### config.mk
export PLATFORM = sky130hd
export DESIGN_NAME = pe_mac_os
export DESIGN_NICKNAME = d
export VERILOG_FILES = /design/src/rtl/pe_mac_os.sv
export SDC_FILE = /design/constraint.sdc
export NUM_CORES = 1
export LEC_CHECK = 0
export ABC_AREA = 1
export CAP_MARGIN = 10
export CORE_ASPECT_RATIO = 0.9
export CORE_UTILIZATION = 55
export CTS_BUF_LIST = sky130_fd_sc_hd__clkbuf_8
export DETAILED_ROUTE_END_ITERATION = 10
export GPL_ROUTABILITY_DRIVEN = 0
export PLACE_DENSITY = 0.8
export SETUP_SLACK_MARGIN = 0.3
export SYNTH_ARGS = -nofsm -noshare
export SYNTH_HDL_FRONTEND = slang
export SYNTH_SLANG_ARGS = --single-unit
### constraint.sdc
create_clock -name clk -period 9.25 [get_ports clk]
set_input_delay 1.85 -clock clk [delete_from_list [all_inputs] [get_ports clk]]
set_output_delay 1.85 -clock clk [all_outputs]
set_load 0.03 [all_outputs]
### src/rtl/pe_mac_os.sv
// pe_mac_os: output-stationary systolic processing element.
//   - Registers operands (and their valid flags) through to the right and bottom neighbours.
//   - Accumulates signed products of the top and left operands when both are valid.
//   - On drain_start it emits its own accumulator down the psum column.
//     It then forwards fwd_count partial sums arriving from the PEs above.
// Optional build macro: PE_MAC_SAT_EN.
//   - Accumulation saturates at the signed ACC_WIDTH limits.
//   - Adds a sticky sat_flag output.
// Ports:
//   clk                      rising-edge clock
//   reset_accumulator        synchronous active-high reset of all state
//   input_top/valid_top      operand from above  -> output_bottom/valid_bottom (1-cycle)
//   input_left/valid_left    operand from left   -> output_right/valid_right   (1-cycle)
//   acc_clear                synchronous accumulator clear
//   drain_start, fwd_count   start a drain; number of upstream psums to forward
//   psum_in/psum_in_valid    psum chain from the PE above
//   psum_out/psum_out_valid  psum chain to the PE below
//   busy                     drain in progress
//   sat_flag                 (PE_MAC_SAT_EN only) sticky saturation indicator
module pe_mac_os #(
  parameter int unsigned DATA_WIDTH = 16,
  parameter int unsigned ACC_WIDTH  = 40,
  parameter int unsigned CNT_WIDTH  = 6
) (
  input  logic                  clk,
  input  logic                  reset_accumulator,
  input  logic [DATA_WIDTH-1:0] input_top,
  input  logic                  valid_top,
  input  logic [DATA_WIDTH-1:0] input_left,
  input  logic                  valid_left,
  output logic [DATA_WIDTH-1:0] output_bottom,
  output logic                  valid_bottom,
  output logic [DATA_WIDTH-1:0] output_right,
  output logic                  valid_right,
  input  logic                  acc_clear,
  input  logic                  drain_start,
  input  logic [CNT_WIDTH-1:0]  fwd_count,
  input  logic [ACC_WIDTH-1:0]  psum_in,
  input  logic                  psum_in_valid,
  output logic [ACC_WIDTH-1:0]  psum_out,
  output logic                  psum_out_valid,
  output logic                  busy
`ifdef PE_MAC_SAT_EN
  ,
  output logic                  sat_flag
`endif
);

  typedef enum logic [1:0] {S_IDLE, S_EMIT, S_FORWARD} state_t;

  state_t                        r_state;
  state_t                        w_state_next;
  logic [DATA_WIDTH-1:0]         r_bottom;
  logic                          r_vbottom;
  logic [DATA_WIDTH-1:0]         r_right;
  logic                          r_vright;
  logic signed [ACC_WIDTH-1:0]   r_acc;
  logic [ACC_WIDTH-1:0]          r_psum;
  logic                          r_psum_valid;
  logic [CNT_WIDTH-1:0]          r_cnt;

  logic                          w_mac;
  logic                          w_drain_go;
  logic signed [2*DATA_WIDTH-1:0] w_top_ext;
  logic signed [2*DATA_WIDTH-1:0] w_left_ext;
  logic signed [2*DATA_WIDTH-1:0] w_prod;
  logic signed [ACC_WIDTH-1:0]   w_prod_ext;
  logic signed [ACC_WIDTH-1:0]   w_addend;
  logic signed [ACC_WIDTH-1:0]   w_sum;
  logic signed [ACC_WIDTH-1:0]   w_acc_next;

  assign w_mac      = valid_top & valid_left;
  assign w_drain_go = (r_state == S_IDLE) & drain_start;

  assign w_top_ext  = (2*DATA_WIDTH)'($signed(input_top));
  assign w_left_ext = (2*DATA_WIDTH)'($signed(input_left));
  assign w_prod     = w_top_ext * w_left_ext;
  assign w_prod_ext = ACC_WIDTH'(w_prod);
  assign w_addend   = w_mac ? w_prod_ext : '0;
  assign w_sum      = r_acc + w_addend;

`ifdef PE_MAC_SAT_EN
  localparam logic signed [ACC_WIDTH-1:0] ACC_MAX = {1'b0, {(ACC_WIDTH-1){1'b1}}};
  localparam logic signed [ACC_WIDTH-1:0] ACC_MIN = {1'b1, {(ACC_WIDTH-1){1'b0}}};
  logic w_ovf;
  logic r_sat;

  // Overflow only when both addends share a sign that the sum does not.
  assign w_ovf      = (r_acc[ACC_WIDTH-1] == w_addend[ACC_WIDTH-1]) &&
                      (w_sum[ACC_WIDTH-1] != r_acc[ACC_WIDTH-1]);
  assign w_acc_next = w_ovf ? (r_acc[ACC_WIDTH-1] ? ACC_MIN : ACC_MAX) : w_sum;
  assign sat_flag   = r_sat;

  // An accepted drain restarts the flag, but a saturating fold-in on that
  // same cycle is still reported.
  always_ff @(posedge clk) begin
    if (reset_accumulator)  r_sat <= 1'b0;
    else if (w_drain_go)    r_sat <= w_ovf;
    else if (acc_clear)     r_sat <= 1'b0;
    else if (w_ovf)         r_sat <= 1'b1;
  end
`else
  assign w_acc_next = w_sum;
`endif

  // Operand forwarding
  always_ff @(posedge clk) begin
    if (reset_accumulator) begin
      r_bottom  <= '0;
      r_vbottom <= 1'b0;
      r_right   <= '0;
      r_vright  <= 1'b0;
    end else begin
      r_bottom  <= input_top;
      r_vbottom <= valid_top;
      r_right   <= input_left;
      r_vright  <= valid_left;
    end
  end

  // Accumulator: reset > drain > clear > MAC
  always_ff @(posedge clk) begin
    if (reset_accumulator) r_acc <= '0;
    else if (w_drain_go)   r_acc <= '0;
    else if (acc_clear)    r_acc <= w_mac ? w_prod_ext : '0;
    else if (w_mac)        r_acc <= w_acc_next;
  end

  // psum_out doubles as the drain register: the folded accumulator is loaded
  // on drain acceptance, so it is presented during the EMIT cycle.
  always_ff @(posedge clk) begin
    if (reset_accumulator) begin
      r_psum       <= '0;
      r_psum_valid <= 1'b0;
    end else begin
      r_psum_valid <= 1'b0;
      if (w_drain_go) begin
        r_psum       <= w_acc_next;
        r_psum_valid <= 1'b1;
      end else if ((r_state == S_FORWARD) && psum_in_valid) begin
        r_psum       <= psum_in;
        r_psum_valid <= 1'b1;
      end
    end
  end

  always_ff @(posedge clk) begin
    if (reset_accumulator)                         r_cnt <= '0;
    else if (w_drain_go)                           r_cnt <= fwd_count;
    else if ((r_state == S_FORWARD) && psum_in_valid) r_cnt <= r_cnt - CNT_WIDTH'(1);
  end

  // FSM: state register
  always_ff @(posedge clk) begin
    if (reset_accumulator) r_state <= S_IDLE;
    else                   r_state <= w_state_next;
  end

  // FSM: next state
  always_comb begin
    w_state_next = r_state;
    case (r_state)
      S_IDLE:    if (drain_start) w_state_next = S_EMIT;
      S_EMIT:    w_state_next = (r_cnt != '0) ? S_FORWARD : S_IDLE;
      S_FORWARD: if (psum_in_valid && (r_cnt == CNT_WIDTH'(1))) w_state_next = S_IDLE;
      default:   w_state_next = S_IDLE;
    endcase
  end

  // FSM: outputs
  always_comb begin
    busy = (r_state != S_IDLE);
  end

  assign output_bottom  = r_bottom;
  assign valid_bottom   = r_vbottom;
  assign output_right   = r_right;
  assign valid_right    = r_vright;
  assign psum_out       = r_psum;
  assign psum_out_valid = r_psum_valid;

endmodule

==> summary.txt <==
outcome: complete, no violations
post-synth cell types: 49
area grow syn2layout: 26.6%
WL final: 50500 microns
clock sink count: 123
Multi-input gate area: 13000 sq um
Most Frequent Cell on Critical Path: fa_1
Synth Flop Type: dfxtp_1
syn_nets: 2844
Detailed Routing Iterations Pass 1: 5
total congestion overflow: 0
final worst setup slack: 0.368 ns
#FFs+latches synth: 123
Post-CTS Hold Fix Bufs: 0
Core Region: 31000 sq um
Max clock buf depth: 2
clock skew: 0.0245 ns
final worst path period share: 0.960
Async SR Flop Fraction: 0
final-stage net count: 3129
syn avg cell area: 7.29 sq um
Iteration-0 DRC Markers: 1648
Die Wd: 189 microns
CP max-delay cell: fa_1
Root Buffer: clkbuf_8
Post-Place Worst Slack: -0.270 ns
max-cap viol count: 0
HP Class: register to register
Ant. Diodes: 0
Seq/Total Area, Yosys: 0.142
Syn Inst Count: 2380
pin count of the biggest net entering global routing: 70
Worst-path clk slew: 0.08 ns
mux cell area share after synthesis: 0
cell count after placement: 3031
Final HPWL DP: 37900 microns
vias in the first global route: 17200
num rows: 61
Adder-Cell Fraction of Synth Area: 0.387
post-synth top area cell: fa_1
Clock Latency Late Sink: 0.50 ns
fin. max-slew vios: 0
first-pass GRT wire length: 79000 microns
Max-slew headroom: 0.256
Vias: 16800
Reg area: 2460 sq um
f_max: 0.113 GHz
Crit Path Class: input port to register
Port Buffers: 160
Tot GR Track Use: 0.307
post-synthesis xor/xnor area fraction: 0.0222
final std cells w/o fill: 3087
Synth Area in Compound Gates: 0.0978
TritonCTS clock tree: built
Worst Setup Start Kind: input port
crit-path max FO: 7
min cycle time layout: 8.88 ns
share of layout cells above drive strength 1: 0.162
largest family of logic cells by synthesized area: adder cells
initial core utilization: 0.560
RSZ-0062 raised after global routing: true
slew of the pin with the lowest slew margin: 1.12 ns
H-tree depth: 4
Post-Syn Area: 17300 sq um
DRC viols: 0
antenna viol nets, final: 0
setup total negative slack: 0 ns
die area: 32200 sq um
final setup violation count: 0
wire length per cell: 16.3 microns
antenna violations before repair: 1
DR vias/cell: 5.45
Yosys top cell area share: 0.304
Layout Utilization: 0.708
top post-synthesis cells by area: fa_1, dfxtp_1, nand2_1
CP endpoint kind: register
# fillers: 2275
CP max stage delay: 0.55 ns
Die Y: 170 microns
CP required: 9.58 ns
Worst Path Arrival: 9.21 ns
Num CTS Buffers: 17
simple-gate share of the synthesized area: 0.203
Hold Fails Final Rpt: 0
Post-synth EDFFs: 0
# IOs: 161
yosys synthesis warning count: 0
-- synth_stat cells (3+ instances only) --
library cell    n
dfxtp_1       123
inv_1         568
nor3_1          9
ha_1          116
o21ai_1         6
nand4_1         9
o22ai_1         3
xor2_1         23
o21ai_0        74
nor2_1        177
o21a_1          7
a21boi_0        4
o221ai_1        4
nand3_2         7
clkbuf_1       98
a21oi_2         4
nand2_4         4
buf_1           3
nor4_1          4
nand2_1       585
nand3_1        52
a31oi_1        19
xnor2_1        16
o31ai_1         3
a21o_1          7
o21ai_2         3
nor2_2          5
nand2_2         9
a21oi_1       124
o211ai_1        9
inv_2           5
nand3b_1        6
a22o_1         12
fa_1          263
-- layout make-up --
type,count,area share
Multi-Input combinational cell,1580,0.591
Tap cell,409,0.0233
Clock buffer,18,0.0113
Inverter,574,0.0982
Sequential cell,123,0.112
Clock inverter,14,0.00884
Timing Repair Buffer,369,0.155
-- registers in the layout, indices dropped and copies added (netlist names) --
signal,flops
r_cnt,6
output_bottom,16
r_state,2
valid_right,1
r_acc,40
psum_out,40
output_right,16
valid_bottom,1
psum_out_valid,1
-- worst max-delay path: cells and delay by family --
kind	cells	cell delay (ns)
AO/OA/AOI/OAI	9	1.24
adder cells (fa/ha/maj)	8	3.59
XOR/XNOR	1	0.16
AND/OR/NAND/NOR	9	1.04
buffers and inverters	9	1.36
-- cells in the final DEF (no fill, tap or decap), types with 12 or more instances in the layout --
cell type / n
a21oi_1: 99
a21oi_2: 29
a22o_1: 12
a31oi_1: 17
buf_4: 182
buf_6: 13
clkbuf_8: 18
clkdlybuf4s50_1: 138
dfxtp_1: 123
dlymetal6s2s_1: 16
fa_1: 246
fa_2: 17
ha_1: 99
ha_4: 15
inv_1: 557
inv_2: 17
nand2_1: 546
nand2_2: 46
nand3_1: 46
nor2_1: 165
nor2_2: 14
o21ai_0: 60
o21ai_1: 13
xnor2_1: 13
xor2_1: 21
-- stage by stage --
stage	hold slack, ns	area [sq um]
floorplan	0.445	17300
global placement	0.454	20600
detailed placement	0.458	20600
CTS	0.468	21000
global route	0.484	21900
finish	0.470	21900
-- timing repair --
action / 4_1_cts / 5_1_grt
gates resized for setup: 8 / 207
pin swaps: 0 / 93
setup buffers: 0 / 22
endpoints found under the setup margin: 11 / 44
gates cloned: 0 / 2
-- layer usage --
layer,up-vias,part of all wire,track usage
met5,-,0.0014,0.0154
met3,234,0.082,0.0544
met4,4,0.047,0.149
li1,7667,-,-
met1,8048,0.37,0.363
met2,871,0.50,0.539
-- path summary, 6_finish.rpt --
path	cells past startpoint	slack [ns]	from	endpoint
max	36	0.37	input_left[7]	r_acc[30]
min	2	0.47	psum_out[19]	psum_out[19]
max reg2reg	18	6.01	r_acc[0]	r_acc[26]
min reg2reg	2	0.47	psum_out[19]	psum_out[19]
-- cells by family (layout without fill, tap and decap cells) --
kind of cell    count (synthesis)  count (layout)
compound gates                291             291
fa+ha+maj                     379             379
simple gates                  869             869
flops                         123             123
xor+xnor                       41              41
buf+inv                       677             975
Power is not shown: default switching activity piles up to over one toggle a cycle in this logic, so the estimate is an artifact.
